File: src/rtl/sdram_pkg.sv
// sdram_pkg
// Shared constants and types for clients of the SDRAM controller's CPU port.
//   BURST_WORDS   : 16-bit words delivered per controller burst
//   BURST_BYTES   : byte stride between consecutive bursts
//   SD_ADDR_W     : width of the controller byte address
//   fetch_state_t : states of the burst fetch FSM
//   burst_word()  : picks one 16-bit word out of a 64-bit burst, word 0 first
package sdram_pkg;

    localparam int BURST_WORDS = 4;
    localparam int BURST_BYTES = 8;
    localparam int SD_ADDR_W   = 25;

    typedef enum logic [2:0] {
        IDLE,
        ISSUE,
        ACK,
        WAIT,
        PUSH
    } fetch_state_t;

    // Word 0 sits in the most significant lane, matching the controller.
    function automatic logic [15:0] burst_word(input logic [63:0] burst,
                                               input logic [1:0]  word_idx);
        logic [15:0] w;
        case (word_idx)
            2'd0:    w = burst[63:48];
            2'd1:    w = burst[47:32];
            2'd2:    w = burst[31:16];
            default: w = burst[15:0];
        endcase
        return w;
    endfunction

endpackage

File: src/rtl/sdram_burst_streamer_if.sv
// sdram_burst_streamer_if
// Bundles the controller read pins and the outgoing word stream.
//   sd_addr, sd_rd           : request to the controller
//   sd_ready_fourth, sd_dout : burst completion and data from the controller
//   q_data, q_valid, q_ready : 16-bit valid/ready word stream to the consumer
// master: the streamer side. slave: the controller plus consumer side.
interface sdram_burst_streamer_if;
    import sdram_pkg::*;

    logic [SD_ADDR_W-1:0] sd_addr;
    logic                 sd_rd;
    logic                 sd_ready_fourth;
    logic [63:0]          sd_dout;
    logic [15:0]          q_data;
    logic                 q_valid;
    logic                 q_ready;

    modport master (
        output sd_addr, sd_rd, q_data, q_valid,
        input  sd_ready_fourth, sd_dout, q_ready
    );

    modport slave (
        input  sd_addr, sd_rd, q_data, q_valid,
        output sd_ready_fourth, sd_dout, q_ready
    );

endinterface

File: src/rtl/sdram_burst_fifo.sv
// sdram_burst_fifo
// Synchronous FIFO with registered full/empty flags and an occupancy count.
//   clk, rst        : clock, asynchronous active-high reset
//   wr_en, wr_data  : push (ignored when full unless a pop happens together)
//   rd_en, rd_data  : pop (ignored when empty); rd_data shows the head entry
//   full, empty     : registered status flags
//   count           : number of stored entries
module sdram_burst_fifo #(
    parameter int DEPTH = 4,
    parameter int WIDTH = 64
) (
    input  logic                   clk,
    input  logic                   rst,
    input  logic                   wr_en,
    input  logic [WIDTH-1:0]       wr_data,
    input  logic                   rd_en,
    output logic [WIDTH-1:0]       rd_data,
    output logic                   full,
    output logic                   empty,
    output logic [$clog2(DEPTH):0] count
);

    localparam int AW = $clog2(DEPTH);
    localparam int CW = AW + 1;

    logic [WIDTH-1:0] mem [DEPTH];
    logic [AW-1:0]    wr_ptr;
    logic [AW-1:0]    rd_ptr;
    logic             do_wr;
    logic             do_rd;
    logic [CW-1:0]    count_next;

    // A full FIFO can still accept a write when the head is leaving this cycle.
    always_comb begin
        do_rd      = rd_en && !empty;
        do_wr      = wr_en && (!full || do_rd);
        count_next = count;
        if (do_wr && !do_rd) begin
            count_next = count + CW'(1);
        end else if (do_rd && !do_wr) begin
            count_next = count - CW'(1);
        end
    end

    assign rd_data = mem[rd_ptr];

    always_ff @(posedge clk or posedge rst) begin
        if (rst) begin
            wr_ptr <= '0;
            rd_ptr <= '0;
            count  <= '0;
            full   <= 1'b0;
            empty  <= 1'b1;
        end else begin
            if (do_wr) begin
                wr_ptr <= wr_ptr + AW'(1);
            end
            if (do_rd) begin
                rd_ptr <= rd_ptr + AW'(1);
            end
            count <= count_next;
            full  <= (count_next == CW'(DEPTH));
            empty <= (count_next == '0);
        end
    end

    always_ff @(posedge clk) begin
        if (do_wr) begin
            mem[wr_ptr] <= wr_data;
        end
    end

endmodule

File: src/rtl/sdram_burst_streamer.sv
// sdram_burst_streamer
// Walks a linear SDRAM region in 64-bit bursts with one read in flight,
// buffers returned bursts and serialises them into a 16-bit word stream.
//   clk, init            : clock, asynchronous active-high reset
//   start                : one-cycle stream request (ignored while busy)
//   base_addr            : byte address of the stream, forced to 8-byte alignment
//   burst_count          : bursts to read; 0 gives an immediate done
//   busy, done           : stream in progress / one-cycle completion pulse
//   bus (master modport) : controller read pins and the output word stream
module sdram_burst_streamer
    import sdram_pkg::*;
#(
    parameter int FIFO_DEPTH = 4,
    parameter int LEN_W      = 16
) (
    input  logic                  clk,
    input  logic                  init,
    input  logic                  start,
    input  logic [SD_ADDR_W-1:0]  base_addr,
    input  logic [LEN_W-1:0]      burst_count,
    output logic                  busy,
    output logic                  done,
    sdram_burst_streamer_if.master bus
);

    localparam int CNT_W = $clog2(FIFO_DEPTH) + 1;
    localparam logic [SD_ADDR_W-1:0] ALIGN_MASK = ~SD_ADDR_W'(BURST_BYTES - 1);
    localparam logic [SD_ADDR_W-1:0] ADDR_STEP  = SD_ADDR_W'(BURST_BYTES);
    localparam logic [1:0]           LAST_IDX   = 2'(BURST_WORDS - 1);
    localparam logic [CNT_W-1:0]     SLOT_LIMIT = CNT_W'(FIFO_DEPTH - 1);

    fetch_state_t          state;
    logic [SD_ADDR_W-1:0]  cur_addr;
    logic [SD_ADDR_W-1:0]  next_addr;
    logic [SD_ADDR_W-1:0]  start_addr;
    logic [SD_ADDR_W-1:0]  sd_addr_q;
    logic                  sd_rd_q;
    logic [LEN_W-1:0]      remaining;
    logic [1:0]            idx;
    logic                  fifo_push;
    logic                  fifo_pop;
    logic                  fifo_full;
    logic                  fifo_empty;
    logic [63:0]           fifo_head;
    logic [CNT_W-1:0]      fifo_count;
    logic                  handshake;
    logic                  slot_after_push;
    logic                  can_issue;

    // slot_after_push looks through the push landing this cycle (and any pop
    // leaving) so the next request can go out straight from PUSH while still
    // guaranteeing its burst a free slot.
    always_comb begin
        start_addr      = base_addr & ALIGN_MASK;
        next_addr       = cur_addr + ADDR_STEP;
        fifo_push       = (state == PUSH);
        handshake       = !fifo_empty && bus.q_ready;
        fifo_pop        = handshake && (idx == LAST_IDX);
        slot_after_push = (fifo_count < SLOT_LIMIT) || fifo_pop;
        can_issue       = !fifo_full && bus.sd_ready_fourth;
    end

    assign bus.sd_addr = sd_addr_q;
    assign bus.sd_rd   = sd_rd_q;
    assign bus.q_valid = !fifo_empty;
    assign bus.q_data  = fifo_empty ? '0 : burst_word(fifo_head, idx);

    sdram_burst_fifo #(
        .DEPTH (FIFO_DEPTH),
        .WIDTH (64)
    ) u_fifo (
        .clk     (clk),
        .rst     (init),
        .wr_en   (fifo_push),
        .wr_data (bus.sd_dout),
        .rd_en   (fifo_pop),
        .rd_data (fifo_head),
        .full    (fifo_full),
        .empty   (fifo_empty),
        .count   (fifo_count)
    );

    // ISSUE doubles as the stall point: sd_rd stays low there until a slot is
    // free and the controller is ready, then is held high for one cycle.
    // In ACK a still-high sd_ready_fourth means the controller served a
    // same-address hit, so the current sd_dout is taken without re-issuing.
    always_ff @(posedge clk or posedge init) begin
        if (init) begin
            state     <= IDLE;
            cur_addr  <= '0;
            remaining <= '0;
            sd_addr_q <= '0;
            sd_rd_q   <= 1'b0;
            busy      <= 1'b0;
            done      <= 1'b0;
        end else begin
            done <= 1'b0;
            case (state)
                IDLE: begin
                    if (start && !busy) begin
                        cur_addr  <= start_addr;
                        remaining <= burst_count;
                        if (burst_count == '0) begin
                            done <= 1'b1;
                        end else begin
                            busy  <= 1'b1;
                            state <= ISSUE;
                            if (can_issue) begin
                                sd_rd_q   <= 1'b1;
                                sd_addr_q <= start_addr;
                            end
                        end
                    end else if (busy && remaining == '0 && fifo_empty && idx == '0) begin
                        done <= 1'b1;
                        busy <= 1'b0;
                    end
                end
                ISSUE: begin
                    if (sd_rd_q) begin
                        sd_rd_q <= 1'b0;
                        state   <= ACK;
                    end else if (can_issue) begin
                        sd_rd_q   <= 1'b1;
                        sd_addr_q <= cur_addr;
                    end
                end
                ACK: begin
                    state <= bus.sd_ready_fourth ? PUSH : WAIT;
                end
                WAIT: begin
                    if (bus.sd_ready_fourth) begin
                        state <= PUSH;
                    end
                end
                PUSH: begin
                    cur_addr  <= next_addr;
                    remaining <= remaining - LEN_W'(1);
                    if (remaining == LEN_W'(1)) begin
                        state <= IDLE;
                    end else begin
                        state <= ISSUE;
                        if (slot_after_push && bus.sd_ready_fourth) begin
                            sd_rd_q   <= 1'b1;
                            sd_addr_q <= next_addr;
                        end
                    end
                end
                default: begin
                    state <= IDLE;
                end
            endcase
        end
    end

    // Word index into the head burst; the pop on the last word rewinds it.
    always_ff @(posedge clk or posedge init) begin
        if (init) begin
            idx <= '0;
        end else if (handshake) begin
            idx <= (idx == LAST_IDX) ? 2'd0 : idx + 2'd1;
        end
    end

endmodule

File: src/flat_wrapper.sv
// flat-port wrapper written by rule: the top's interface ports become plain ports
module sdram_burst_streamer_flat import sdram_pkg::*;
#(
    parameter int FIFO_DEPTH = 4,
    parameter int LEN_W      = 16
)
  (clk, init, start, base_addr, burst_count, busy, done, bus_sd_addr, bus_sd_rd, bus_q_data, bus_q_valid, bus_sd_ready_fourth, bus_sd_dout, bus_q_ready);
  sdram_burst_streamer_if bus_i ();
  input  logic clk;
  input  logic init;
  input  logic start;
  input  logic [SD_ADDR_W-1:0] base_addr;
  input  logic [LEN_W-1:0] burst_count;
  output logic busy;
  output logic done;
  output wire logic [$bits(bus_i.sd_addr)-1:0] bus_sd_addr;
  output wire logic [$bits(bus_i.sd_rd)-1:0] bus_sd_rd;
  output wire logic [$bits(bus_i.q_data)-1:0] bus_q_data;
  output wire logic [$bits(bus_i.q_valid)-1:0] bus_q_valid;
  input wire logic [$bits(bus_i.sd_ready_fourth)-1:0] bus_sd_ready_fourth;
  input wire logic [$bits(bus_i.sd_dout)-1:0] bus_sd_dout;
  input wire logic [$bits(bus_i.q_ready)-1:0] bus_q_ready;
  assign bus_sd_addr = bus_i.sd_addr;
  assign bus_sd_rd = bus_i.sd_rd;
  assign bus_q_data = bus_i.q_data;
  assign bus_q_valid = bus_i.q_valid;
  assign bus_i.sd_ready_fourth = bus_sd_ready_fourth;
  assign bus_i.sd_dout = bus_sd_dout;
  assign bus_i.q_ready = bus_q_ready;
  sdram_burst_streamer #(.FIFO_DEPTH(FIFO_DEPTH), .LEN_W(LEN_W)) u_core (.clk(clk), .init(init), .start(start), .base_addr(base_addr), .burst_count(burst_count), .busy(busy), .done(done), .bus(bus_i));
endmodule
File: config.mk
export PLATFORM = sky130hd
export DESIGN_NAME = sdram_burst_streamer_flat
export DESIGN_NICKNAME = d
export VERILOG_FILES = /design/src/rtl/sdram_pkg.sv /design/src/rtl/sdram_burst_streamer_if.sv /design/src/rtl/sdram_burst_fifo.sv /design/src/rtl/sdram_burst_streamer.sv /design/src/flat_wrapper.sv
export SDC_FILE = /design/constraint.sdc
export NUM_CORES = 1
export LEC_CHECK = 0
export ABC_AREA = 1
export BUFFER_PORTS_ARGS = -buffer_cell sky130_fd_sc_hd__buf_4
export CAP_MARGIN = 10
export CORE_UTILIZATION = 39
export DETAILED_ROUTE_END_ITERATION = 10
export HOLD_SLACK_MARGIN = 0.06
export PLACE_DENSITY = 0.65
export SLEW_MARGIN = 20
export SYNTH_ARGS = -nofsm -noshare
export SYNTH_HDL_FRONTEND = slang
export SYNTH_SLANG_ARGS = --single-unit
File: constraint.sdc
create_clock -name clk -period 5.6 [get_ports clk]
set_input_delay 1.12 -clock clk [delete_from_list [all_inputs] [get_ports clk]]
set_output_delay 1.12 -clock clk [all_outputs]
set_load 0.03 [all_outputs]
==> results summary <==
The library cell used as clock root buffer is sky130_fd_sc_hd__clkbuf_16. The run finished with clean final reports. After synthesis, the netlist uses 42 different library cells. The kind of start point of the critical path is a flop. The weighted congestion reported at the end of routability-driven placement came out at just under 0.9. Leaving out fill and tap cells, the most frequent cells in the layout are sky130_fd_sc_hd__nand2_1, sky130_fd_sc_hd__edfxtp_1, sky130_fd_sc_hd__nor2_1, sky130_fd_sc_hd__o21ai_0, sky130_fd_sc_hd__buf_4. The post-layout worst setup margin is between 0.9 and 1 ns. The average wire per standard cell is ~18 microns. The area growth from synthesis to layout is 18.7%. The path class of the lowest-slack min-delay path is flop to flop. The final route contains around 11000 vias. The detailed router's first-iteration violation count came out at approximately 900.

The number of buffers and inverters on the critical path is 3. The core footprint came out at 37800 sq um. The dominant cell type by count on the critical path is sky130_fd_sc_hd__nor2_1. The total grt overflow is 0. The number of nets in the finished design came out at 1736. The clock insertion delay at the later pin of the skew report came out at 0.56 ns. The worst hold path begins at u_core.bus.sd_addr[13]$_DFFE_PP0P_. The first global-routing pass estimated 59.1 mm of wire. The power per standard cell area came out at 564 nW/um^2. The reported max-cap violation count came out at 0. Prior to clock tree synthesis, the placed netlist has a worst setup slack of approximately 1.5 ns.

The initial cell density of the core is between 30% and 40%. The capture point of the critical path is bus_q_data[13]. The total of endpoints with negative setup slack in the final report came out at 0. The count of nets left with antenna violations once routing finished came out at 0. The kind of end point of the critical path is a primary output. The clock slew seen by the registers of the worst setup and hold paths came out at approximately 0.060 ns. The count of flip-flops with a built-in enable after synthesis is about 260. For this design, the sink count on the clock tree is 334.

Across the routed clock network, the largest skew measured is slightly below 0.02 ns. The net switching fraction of the power came out at around two fifths. The number of buffers between clock root and the deepest sink came out at 3. The leakage power total is between 7 and 8 nW. Walking the worst path, the cells encountered are clkinv_2 > buf_12 > o21ai_0 > o21ai_1 > nand2_1 > nand3_1 > nor2_1 > nor2_1 > buf_4. The worst relative slew slack is between 30 and 40%.

The die extent in x came out at just under 200 microns. The total placed instance area came out at ~17000 sq um. The sum of net half-perimeters after detailed placement came out at between 20 and 25 mm.

The post-synthesis instance area is 15000 sq um. The number of iterations in the first detailed-routing pass is 5. Entering global routing, the biggest net connects 82 pins. The critical path starts at u_core.u_fifo.rd_ptr[0]$_DFFE_PP0P_.

The max-slew violation count is 0. Dividing the detail-routed via count by the number of cells gives 5.17. Broken down by cell family, the worst path's largest delay share belongs to buffers and inverters.

For this run, design rule violations remaining after detail routing come to 0. The hold violation count in the final report is 0. The worst register-to-register path begins at u_core.state[0]$_DFFE_PP0P_. STA puts the critical path data arrival time at approximately 3.5 ns.

Summing the sequential cell areas from Yosys gives roughly 64% of the chip area. Yosys printed 0 warnings. The internal power component is approximately 5.8 mW. The number of global-route vias before repair came out at approximately 11000.

The synthesized instance count came out at approximately 1500. The worst path uses between 80 and 90% of the clock period. The count of input and output buffers came out at roughly 150. For this run, asynchronously set or reset flops after synthesis account for between 20% and 30%. The number of gates given a new drive strength after cts is 0. The count of buffers added by post-CTS timing repair for setup is 0. Counting buffers and inverters, the worst setup path is 9 cells deep. The worst-case reg-to-reg path depth is 6.

The chip height came out at ~200 microns. The H-tree was split into 2 levels. For this run, the slowest stage of the critical path takes 0.83 ns. Sequential cells burn between 30% and 40% of the power.

The clock share of power is around a quarter. The completed layout was analyzed and its total power is between 10 and 15 mW. The number of antenna violations at the first check in global routing is 2. Global routing used ~20% of the available tracks. The worst hold margin came out at 0.483 ns. The commonest non-fill, non-tap cell in the layout is sky130_fd_sc_hd__nand2_1. The measured slew at the worst slew-check pin came out at between 1 and 1.5 ns. The slowest stage of the critical path is the sky130_fd_sc_hd__dfrtp_4 cell. The worst vdd rail ir drop came out at 0.000285 V.

The critical path is of the flop to primary output type. For this design the top-level I/O count stands at 155. The number of buffers inserted by hold repair at cts came out at 0. The synthesized netlist net count is between 1500 and 2000.

The peak clock frequency supported by timing came out at around 220 MHz. Of all nets on the critical path, the largest fanout is 62. The setup TNS came out at 0 ns. The post-synthesis average cell area is slightly above 10 sq um. The data required time of the critical path is approximately 4.5 ns. The number of clock buffers inserted by TritonCTS is 36. The power share of the combinational group is between 40 and 50%. TritonCTS built the clock tree.

The most used flip-flop cell after synthesis is sky130_fd_sc_hd__edfxtp_1. The cell area after layout is between 15000 and 20000 sq um. The destination of the worst register-to-register timing path is u_core.u_fifo.mem[2][57]$_DFFE_PP_. The switching power came out at around 4.2 mW. The post-route minimum period came out at approximately 4.6 ns.

The fraction of final layout cells sized beyond drive strength 1 came out at about 15%. The number of filler cells placed in the layout is 3469. For this block, the routed nets add up to about 38 mm of wire. The floorplan has 71 rows. The flip-flop and latch count after synthesis came out at between 300 and 400. The full die area came out at 39300 sq um.

The worst reg-to-reg setup slack came out at 2.50 ns. Setup repair after global routing left no endpoint under its margin.
==> worst min-delay path by stage <==
stage                     cells after the start                                  to
after global routing                          2   u_core.bus.sd_addr[5]$_DFFE_PP0P_
after detailed placement                      2    u_core.remaining[14]$_DFFE_PP0P_
final                                         2  u_core.bus.sd_addr[13]$_DFFE_PP0P_
after CTS                                     2  u_core.bus.sd_addr[13]$_DFFE_PP0P_
after floorplan                               2    u_core.remaining[14]$_DFFE_PP0P_
after global placement                        2    u_core.remaining[14]$_DFFE_PP0P_
==> area by class of cell <==
type	count	area, sq um	area share (%)
Tap cell	511	639	3.59
Antenna cell	1	2.50	0.0140
Clock buffer	48	987	5.54
Inverter	92	350	1.96
Multi-Input combinational cell	985	4720	26.5
Clock inverter	18	254	1.42
Timing Repair Buffer	162	1230	6.89
Sequential cell	334	9650	54.1
==> layer usage <==
layer / global-route usage [%] / share of wire, % / routed length [microns]
met1: 26.7 / 42 / 16100
met2: 31.1 / 47 / 17900
met5: 0 / 0.034 / 13
met4: 5.83 / 2.1 / 800
met3: 4.63 / 8.5 / 3250
==> stage by stage <==
step,cells,utilization (%)
final,2151,47.2
after global routing,2150,47.2
after CTS,2150,47.2
after detailed placement,2084,43.9
after global placement,2084,43.9
after floorplan,1486,-
==> power groups by stage <==
| stage | combinational [mW] | clock, mW | sequential, mW |
|---|---|---|---|
| global route | 4.65 | 2.62 | 3.46 |
| global placement | 4.12 | 0 | 3.44 |
| detailed placement | 4.18 | 0 | 3.45 |
| floorplan | 2.78 | 0 | 3.49 |
| CTS | 4.20 | 2.52 | 3.40 |
| finish | 4.17 | 2.48 | 3.41 |
==> logic make-up after synthesis <==
kind of cell             after synthesis  share of synthesized area, %
AO/OA/AOI/OAI                        274                          10.2
XOR/XNOR                              11                         0.641
adder cells (fa/ha/maj)               15                          1.25
buffers and inverters                167                          4.57
flip-flops                           334                          64.2
AND/OR/NAND/NOR                      685                          19.2
==> worst min-delay path: stages, from the launching register on <==
cell and delay, ns:
sky130_fd_sc_hd__dfrtp_1 0.34, sky130_fd_sc_hd__o21ai_1 0.06, sky130_fd_sc_hd__nand2_1 0.05
==> registers in the layout, indices dropped and copies added, names as in the netlist, 2 cells and up <==
register and count:
u_core.idx 2, u_core.cur_addr 22, u_core.u_fifo.wr_ptr 2, u_core.state 3
u_core.u_fifo.count 3, u_core.remaining 16, u_core.u_fifo.mem 256, u_core.bus.sd_addr 23
u_core.u_fifo.rd_ptr 2
==> Yosys cell counts (2+ instances only) <==
master	n	area [sq um]
sky130_fd_sc_hd__nor2_1	232	871
sky130_fd_sc_hd__nand4_1	6	37.5
sky130_fd_sc_hd__ha_1	15	188
sky130_fd_sc_hd__xor2_1	10	87.6
sky130_fd_sc_hd__buf_6	2	22.5
sky130_fd_sc_hd__nor2_4	4	45.0
sky130_fd_sc_hd__nor3_1	4	20.0
sky130_fd_sc_hd__nand2_4	4	45.0
sky130_fd_sc_hd__nor2_8	2	40.0
sky130_fd_sc_hd__clkbuf_1	40	150
sky130_fd_sc_hd__o211ai_1	8	60.1
sky130_fd_sc_hd__o21ai_0	166	831
sky130_fd_sc_hd__o221ai_1	20	175
sky130_fd_sc_hd__a21oi_1	22	110
sky130_fd_sc_hd__a31oi_1	2	12.5
sky130_fd_sc_hd__nand2_1	300	1130
sky130_fd_sc_hd__nor2_2	4	25.0
sky130_fd_sc_hd__o22ai_1	18	113
sky130_fd_sc_hd__buf_2	24	120
sky130_fd_sc_hd__inv_1	82	308
sky130_fd_sc_hd__nand3_1	124	621
sky130_fd_sc_hd__inv_2	8	30.0
sky130_fd_sc_hd__buf_4	3	22.5
sky130_fd_sc_hd__a22oi_1	9	67.6
sky130_fd_sc_hd__edfxtp_1	256	7690
sky130_fd_sc_hd__dfrtp_1	77	1930
sky130_fd_sc_hd__o21bai_1	2	15.0
sky130_fd_sc_hd__buf_1	6	22.5
sky130_fd_sc_hd__o21ai_1	23	115
No activity file was read; power rests on OpenSTA's default activity.
